[config.mk]
export PLATFORM = sky130hd
export DESIGN_NAME = sha256_mem_arbiter
export DESIGN_NICKNAME = d
export VERILOG_FILES = /design/src/rtl/sha256_mem_arbiter.sv
export SDC_FILE = /design/constraint.sdc
export NUM_CORES = 1
export LEC_CHECK = 0
export ABC_AREA = 1
export ABC_CLOCK_PERIOD_IN_PS = 3300
export CAP_MARGIN = 30
export CORE_MARGIN = 4
export CORE_UTILIZATION = 43
export CTS_CLUSTER_SIZE = 30
export DETAILED_ROUTE_END_ITERATION = 16
export GPL_TIMING_DRIVEN = 1
export PLACE_DENSITY_LB_ADDON = 0.1
export SYNTH_ARGS = -nofsm -noshare
export SYNTH_HDL_FRONTEND = slang
export SYNTH_SLANG_ARGS = --single-unit
[constraint.sdc]
create_clock -name clk -period 3.3 [get_ports clk]
set_input_delay 0.825 -clock clk [delete_from_list [all_inputs] [get_ports clk]]
set_output_delay 0.825 -clock clk [all_outputs]
set_load 0.05 [all_outputs]
[src/rtl/sha256_mem_arbiter.sv]
// sha256_mem_arbiter: round-robin share of one memory read port among SHA-256 lanes.
// Define ARB_LOCK_EN to keep granting one lane while it requests (capped at 16).
module sha256_mem_arbiter #(
    parameter int N_REQ           = 4,
    parameter int MAX_OUTSTANDING = 8
) (
    input  logic                              clk,
    input  logic                              rst,
    input  logic [N_REQ-1:0]                  req_addr_vld,
    input  logic [N_REQ*32-1:0]               req_addr,
    output logic [N_REQ-1:0]                  req_addr_rdy,
    output logic [N_REQ-1:0]                  req_data_vld,
    output logic [31:0]                       req_data,
    output logic                              mem_addr_vld,
    input  logic                              mem_addr_rdy,
    output logic [31:0]                       mem_addr,
    input  logic                              mem_data_vld,
    input  logic [31:0]                       mem_data,
    output logic [$clog2(MAX_OUTSTANDING):0]  outstanding,
    output logic                              err_unexpected_rsp
);
    localparam int LW = $clog2(N_REQ);
    localparam int PW = $clog2(MAX_OUTSTANDING);
    localparam int CW = PW + 1;

    logic [LW-1:0] last_grant;
    logic [LW-1:0] next_lane;
    logic [LW-1:0] scan_start;
    logic [LW-1:0] grant_lane;
    logic [LW:0]   idx;
    logic          addr_full;
    logic          stage_free;
    logic          can_grant;
    logic          grant;
    logic          rsp_hit;

    logic [LW-1:0] tag_mem [MAX_OUTSTANDING];
    logic [PW-1:0] wr_ptr;
    logic [PW-1:0] rd_ptr;
    logic [CW-1:0] count;

    assign stage_free   = !addr_full || mem_addr_rdy;
    assign can_grant    = stage_free && (count < CW'(MAX_OUTSTANDING));
    assign next_lane    = (last_grant == LW'(N_REQ - 1)) ? '0 : last_grant + LW'(1);
    assign rsp_hit      = mem_data_vld && (count != '0);
    assign mem_addr_vld = addr_full;
    assign outstanding  = count;

`ifdef ARB_LOCK_EN
    logic       locked;
    logic [4:0] run_len;

    // A locked lane is scanned first until the fairness cap is reached.
    assign scan_start = (locked && run_len < 5'd16) ? last_grant : next_lane;

    always_ff @(posedge clk) begin
        if (rst) begin
            locked  <= 1'b0;
            run_len <= '0;
        end else if (grant) begin
            locked <= 1'b1;
            if (locked && grant_lane == last_grant && run_len < 5'd16)
                run_len <= run_len + 5'd1;
            else
                run_len <= 5'd1;
        end else if (stage_free && !req_addr_vld[last_grant]) begin
            locked <= 1'b0;
        end
    end
`else
    assign scan_start = next_lane;
`endif

    always_comb begin
        grant      = 1'b0;
        grant_lane = '0;
        idx        = '0;
        for (int k = 0; k < N_REQ; k++) begin
            idx = {1'b0, scan_start} + (LW+1)'(k);
            if (idx >= (LW+1)'(N_REQ))
                idx = idx - (LW+1)'(N_REQ);
            if (can_grant && !grant && req_addr_vld[idx[LW-1:0]]) begin
                grant      = 1'b1;
                grant_lane = idx[LW-1:0];
            end
        end
    end

    always_comb begin
        req_addr_rdy = '0;
        if (grant)
            req_addr_rdy[grant_lane] = 1'b1;
    end

    always_ff @(posedge clk) begin
        if (rst) begin
            addr_full  <= 1'b0;
            mem_addr   <= '0;
            last_grant <= LW'(N_REQ - 1);
        end else if (grant) begin
            addr_full  <= 1'b1;
            mem_addr   <= req_addr[grant_lane*32 +: 32];
            last_grant <= grant_lane;
        end else if (mem_addr_rdy) begin
            addr_full <= 1'b0;
        end
    end

    // Tag FIFO: count doubles as the outstanding-read counter.
    always_ff @(posedge clk) begin
        if (rst) begin
            wr_ptr <= '0;
            rd_ptr <= '0;
            count  <= '0;
        end else begin
            if (grant)
                wr_ptr <= wr_ptr + PW'(1);
            if (rsp_hit)
                rd_ptr <= rd_ptr + PW'(1);
            case ({grant, rsp_hit})
                2'b10:   count <= count + CW'(1);
                2'b01:   count <= count - CW'(1);
                default: count <= count;
            endcase
        end
    end

    always_ff @(posedge clk) begin
        if (grant)
            tag_mem[wr_ptr] <= grant_lane;
    end

    always_ff @(posedge clk) begin
        if (rst) begin
            req_data_vld       <= '0;
            req_data           <= '0;
            err_unexpected_rsp <= 1'b0;
        end else begin
            req_data_vld <= '0;
            if (rsp_hit) begin
                req_data_vld[tag_mem[rd_ptr]] <= 1'b1;
                req_data                      <= mem_data;
            end
            if (mem_data_vld && count == '0)
                err_unexpected_rsp <= 1'b1;
        end
    end

endmodule

### Word-level counts from Yosys, hierarchy flattened

Memory sizes are Yosys's and may differ from the RTL's. A register that Yosys moved wholly into a read port is not among the register bits.
Index checks and enable logic that the tools add are counted.

* register bits after elaboration: 82
* latch bits: 0
* RAM bits: 16
* memory bits (read-only): 0
* input port bits: 168
* output and inout port bits: 78
* memories: 1

* add/subtract/negate cells: 12
* $mul: 0
* div/mod/pow operators: 0
* order comparisons: 13
* equal/unequal tests: 3
* shift-type cells: 1
* muxes and demuxes: 33
* bitwise operators: 1
* reductions and logical operators: 22

Memory list
* tag_mem: words 8, width 2, read ports 1, clocked after memory_dff 1, wr ports 1, RTL line 37 `logic [LW-1:0] tag_mem [MAX_OUTSTANDING];`

Operators with widths (number)
* variable part select 128 x 8 -> 32 bit: 1
* < comparator 2 x 3 -> 1 bit, second input constant: 6
* 2-to-1 mux 2 bit: 9
* 2-to-1 mux 1 bit: 14
* logical AND 1 bit: 12
* greater-or-equal comparator 3 bit, second input constant: 3
* binary-select mux 1 bit (select 2 bit): 4
* case mux 4 bit (2 select lines): 1
* subtractor 2 x 1 -> 2 bit, second input constant: 4
* adder 2 x 2 -> 3 bit, second input constant: 2
* adder 3 x 1 -> 3 bit, second input constant: 2
* 2-to-1 mux 3 bit: 2
* adder 4 x 1 -> 4 bit, second input constant: 1
* demux 1 bit (select 2 bit): 2
* == test 2 bit, second input constant: 2
* greater-or-equal comparator 2 x 1 -> 1 bit, second input constant: 2
* logical NOT 1 bit: 4
* logical NOT 4 bit: 1
* < comparator 4 bit, second input constant: 1
* 2-to-1 mux 4 bit: 1
* nonzero test 2 bit: 2
* nonzero test 4 bit: 1
* subtractor 4 x 1 -> 4 bit, second input constant: 1
* adder 2 x 1 -> 3 bit, second input constant: 1
* other kinds (6): 6

### Depth between registers and ports, before layout

* word-level depth: 25
* depth in mapped cells: 22

### Worst setup path after synthesis

Ideal clock, no wire load.

* kind: in2out
* from: in mem_addr_rdy
* to: out req_addr_rdy[0]
* data arrival time: 2593 ps
* data required time: 2475 ps
* slack: -118 ps
* cell stages on the path: 11
* path through: nor2_1 nor2_2 nand3_1 nand4_4 nor2_4 inv_2 nand2_2 nand2_4 nand2_4 buf_6 nor2_1

* cells in the longest elaborated chain, start to end: 21
* elaborated cells between the ends (all ways): 26

RTL lines
* start: declaration: RTL line 15 `input logic mem_addr_rdy,`
* logical OR 1 bit *: RTL line 42 `assign stage_free = !addr_full || mem_addr_rdy;`
* logical AND 1 bit *: RTL line 43 `assign can_grant = stage_free && (count < CW'(MAX_OUTSTANDING));`
* logical AND 1 bit: RTL line 82 `if (can_grant && !grant && req_addr_vld[idx[LW-1:0]]) begin`
* 2-to-1 mux 1 bit: RTL line 82
* logical NOT 1 bit: RTL line 82
* logical AND 1 bit (2 in series): RTL line 82
* 2-to-1 mux 1 bit: RTL line 82
* logical NOT 1 bit: RTL line 82
* (+3 left out)
* logical NOT 1 bit: RTL line 82
* logical AND 1 bit (2 in series): RTL line 82
* 2-to-1 mux 2 bit: RTL line 82
* < comparator 2 x 3 -> 1 bit (implied by the code) or greater-or-equal comparator 2 x 1 -> 1 bit (tied branches): RTL line 92 `req_addr_rdy[grant_lane] = 1'b1;`
* logical AND 1 bit (implied by the code): RTL line 92
* 2-to-1 mux 1 bit (implied by the code): RTL line 92
* demux 1 bit (select 2 bit): RTL line 92
* 2-to-1 mux 4 bit *: RTL line 91 `if (grant)`
* end: declaration: RTL line 11 `output logic [N_REQ-1:0] req_addr_rdy,`

Every way passes the cells marked *; elsewhere a longest branch is shown, timed or not.

### Worst setup path in the final report

Same ends and word-level chain as after synthesis.

==> metrics.cfg <==
[status]
status=finished, final reports clean

[drt]
detailroute.via_count=5944
firstDrtPassIters=5
wl_um=17200
dr.first_iter.drc_count=343
number_of_remaining_drc_errors=0
antenna_left=0
via_per_inst=4.70
final_routed_wire_length_divided_by_cell_count_um=13.6

[grt]
first_global_vias=5735
wire_length_of_the_first_global_routing_pass_um=27100
grt_antenna_before_repair=2
grt-ovfl-total=0
grt_start_max_net_pins=56
total_routing_usage_gr_pct=22.7

[placement]
globalplace.congestion=0.854
preCtsSetupSlack_ns=-0.0774
detailed_place.area_um2=8190
detailed_placement_wirelength_estimate_um=12800
port_buffers=245

[critical_path]
timing.critical_path.to_type=output port
worstPathArrival_ns=2.35
worst_r2r_startpoint=last_grant[0]
r2r_setup_slack_ns=0.49
cp-start-kind=primary input
critPathRequiredTime_ns=2.47
critical_path.top_delay_family=simple AND/OR/NAND/NOR gates
critical-path-top-cell-by-count=sky130_fd_sc_hd__nor2_2
worst_setup_path_startpoint=mem_addr_rdy
cp_num_buf_inv=4
worst-path-max-fanout=4
criticalPathCategory=primary input to output port
timing.critical_path.cells=dlygate4sd2_1, nor2_2, nor2_2, buf_4, inv_1, nor2_1, o21bai_1, nand2_1, nand2_1, nand2_2, nand2_2, nand2_4, nand2_4, nor2_2, buf_12
critPathSlowestCell=sky130_fd_sc_hd__dlygate4sd2_1
max_stage_delay_ns=0.25

[yosys]
synth_adder_area_share_pct=1.35
synthSimpleGateAreaFrac_pct=40.2
yosys_most_used_dff=sky130_fd_sc_hd__dfxtp_1
yosys_top_cell_area_share_pct=30.5
synth_seq_area_share_pct=39.2
synth_area_um2=5570
cells_after_synth=852
synth_top_family_by_area=simple AND/OR/NAND/NOR gates
synth_xor_area_share_pct=0.471
synth.yosys.warnings=0
synth_area_leaders=sky130_fd_sc_hd__dfxtp_1 (31%), sky130_fd_sc_hd__nand2_1 (16%), sky130_fd_sc_hd__nor2_1 (12%), sky130_fd_sc_hd__edfxtp_1 (8.6%), sky130_fd_sc_hd__o21ai_0 (5.8%)
synth_edf_count=16
mappedNetlistNets=1026
yosys.area.top_type=sky130_fd_sc_hd__dfxtp_1
asyncSetResetFlopFracSynth_pct=0
post_synth_num_cell_types=33
yosys-mux-area-fraction_pct=0
synth-compound-area-share_pct=8.04
synth-seq-cells=101
syn-mean-instance-area_um2=6.54

[pwr]
share_seq_of_total_power_pct=18.8
power.share.clock_pct=10.1
power_consumption_uw=10400
leakage_power_uw=0.00398
ir_worst_vdd_uv=958
power.net_switching_uw=5590
combinationalPowerShare_pct=71.1
p_per_area_nw_per_um2=1220
power.share.switching_pct=53.6
internal_power_uw=4840

[final_layout]
layout.cells.most_common_list=sky130_fd_sc_hd__nand2_1 (238), sky130_fd_sc_hd__clkdlybuf4s50_1 (236), sky130_fd_sc_hd__nor2_1 (171)
syn2layout_area_growth_pct=53.7
fillCellCount=1163
antennaDiodeCount=0
mostFrequentLayoutCell=sky130_fd_sc_hd__nand2_1
finish.instance_area_um2=8560
num-nets-final=1262
drive_gt1_share_pct=7.78
utilization_pct=67.6

[clocking]
clock_insertion_delay_at_the_later_pin_of_the_skew_report_ns=0.34
cts_buffers=9
cts.htree.levels=3
cts.root.buffer_cell=sky130_fd_sc_hd__clkbuf_16
max-clock-path-buffers=2
cts_tree=done
tritoncts_num_sinks=101
clkTransAtPathRegs_ns=0.07

[die]
design.die.area_um2=14800
io_pins=246
core_region_area_um2=12700
die_h_um=122
die-width_um=122
row_count=41
floorplan.initialDensity_pct=44.0

[sta]
worst_slack_ns=0.125
finalHoldViolations=0
worst_slew_pin_slew_ns=0.592
timing.clock.skew_ns=0.0100
period_needed_ns=3.18
drv_slew=0
setup_repair_after_global_routing_missed_its_margin=false
setup_viol=0
min_period_over_period_pct=96.2
slew-limit-headroom_pct=60.5
clock.fmax_mhz=315
timing.hold.ws_ns=0.465

[job]
max_cap_violations=0

[hold_path]
timing.hold.worst.class=flip-flop to flip-flop
hold_path_startpoint=rd_ptr[2]

==> worst paths after layout <==
kind | depth (start not counted) | to
max reg2reg | 19 | outstanding[3]
min reg2reg | 2 | flip-flop
min | 2 | flip-flop
max | 15 | req_addr_rdy[0]
==> stage by stage <==
stage / instances / TNS, ns
finish: 1265 / 0
global placement: 1245 / -0.0480
CTS: 1264 / 0
global route: 1265 / 0
detailed placement: 1245 / -0.193
floorplan: 852 / 0
==> power by group through the flow <==
stage	Sequential [µW]	Combinational, µW	Clock (µW)
6_report	1960	7420	1050
5_1_grt	2010	8180	1120
4_1_cts	1960	7370	1080
3_5_place_dp	1980	7280	0
3_3_place_gp	1970	7230	0
2_1_floorplan	2960	4260	0
==> flip-flops by register name, summed over array words and instances, names as in the netlist, named ones only <==
name / count
rd_ptr: 3
mem_addr_vld: 1
req_data: 32
outstanding: 4
mem_addr: 32
wr_ptr: 3
err_unexpected_rsp: 1
tag_mem: 16
last_grant: 2
req_data_vld: 4
==> Yosys cell counts (2+ instances only) <==
library cell / instances
sky130_fd_sc_hd__nand2_2: 9
sky130_fd_sc_hd__nand2_1: 241
sky130_fd_sc_hd__buf_1: 2
sky130_fd_sc_hd__clkinv_1: 3
sky130_fd_sc_hd__nand2_4: 6
sky130_fd_sc_hd__nor2_2: 2
sky130_fd_sc_hd__xor2_1: 2
sky130_fd_sc_hd__o22ai_1: 4
sky130_fd_sc_hd__buf_6: 10
sky130_fd_sc_hd__inv_2: 8
sky130_fd_sc_hd__nand3_1: 58
sky130_fd_sc_hd__a21oi_1: 10
sky130_fd_sc_hd__o21ai_0: 65
sky130_fd_sc_hd__edfxtp_1: 16
sky130_fd_sc_hd__nor2_4: 2
sky130_fd_sc_hd__nor2_1: 176
sky130_fd_sc_hd__nand3b_1: 18
sky130_fd_sc_hd__nor3_1: 8
sky130_fd_sc_hd__buf_4: 2
sky130_fd_sc_hd__ha_1: 6
sky130_fd_sc_hd__dfxtp_1: 85
sky130_fd_sc_hd__buf_2: 14
sky130_fd_sc_hd__nand4_1: 3
sky130_fd_sc_hd__clkbuf_1: 16
sky130_fd_sc_hd__inv_1: 78
==> layer usage <==
metal	global-route usage (%)	part of all wire (%)
met4	8.19	2.5
met2	39.4	48
met1	26.2	41
met5	0	0.13
met3	7.43	8.7
==> kinds of logic after synthesis <==
logic type / count (synthesis)
AO/OA/AOI/OAI: 84
adder cells (fa/ha/maj): 6
XOR/XNOR: 3
AND/OR/NAND/NOR: 525
buffers and inverters: 133
flip-flops: 101
==> worst register-to-register path: stages (launching register included) <==
cell and delay (ns):
sky130_fd_sc_hd__dfxtp_2 0.41, sky130_fd_sc_hd__ha_4 0.25, sky130_fd_sc_hd__inv_2 0.11, sky130_fd_sc_hd__nand2_1 0.08, sky130_fd_sc_hd__nand2_2 0.11, sky130_fd_sc_hd__nand2_2 0.08
sky130_fd_sc_hd__buf_4 0.14, sky130_fd_sc_hd__nand4_1 0.10, sky130_fd_sc_hd__nand2_1 0.06, sky130_fd_sc_hd__nor2_1 0.19, sky130_fd_sc_hd__nand2_4 0.11, sky130_fd_sc_hd__inv_2 0.07
sky130_fd_sc_hd__ha_1 0.23, sky130_fd_sc_hd__xor2_1 0.12, sky130_fd_sc_hd__a32oi_1 0.25, sky130_fd_sc_hd__nor2_1 0.06, sky130_fd_sc_hd__nor2_1 0.08, sky130_fd_sc_hd__nand2_1 0.06
sky130_fd_sc_hd__o21ai_0 0.15, sky130_fd_sc_hd__a21oi_1 0.06
==> final cells by class <==
cell class	instances	area, µm²	area share (%)
clock inverters	7	76.3	0.891
inverters	89	334	3.90
repair buffers	269	2680	31.3
clock buffers	9	225	2.63
flip-flops and latches	101	2180	25.5
multi-input cells	618	2850	33.3
well taps	172	215	2.51
==> timing repair <==
action | 4_1_cts | 5_1_grt
setup buffers | 3 | 1
pin swaps | 8 | 7
setup endpoints to repair | 3 | 6
hold buffers | 0 | 0
resized for setup | 9 | 8
No activity file was read; power rests on OpenSTA's default activity.
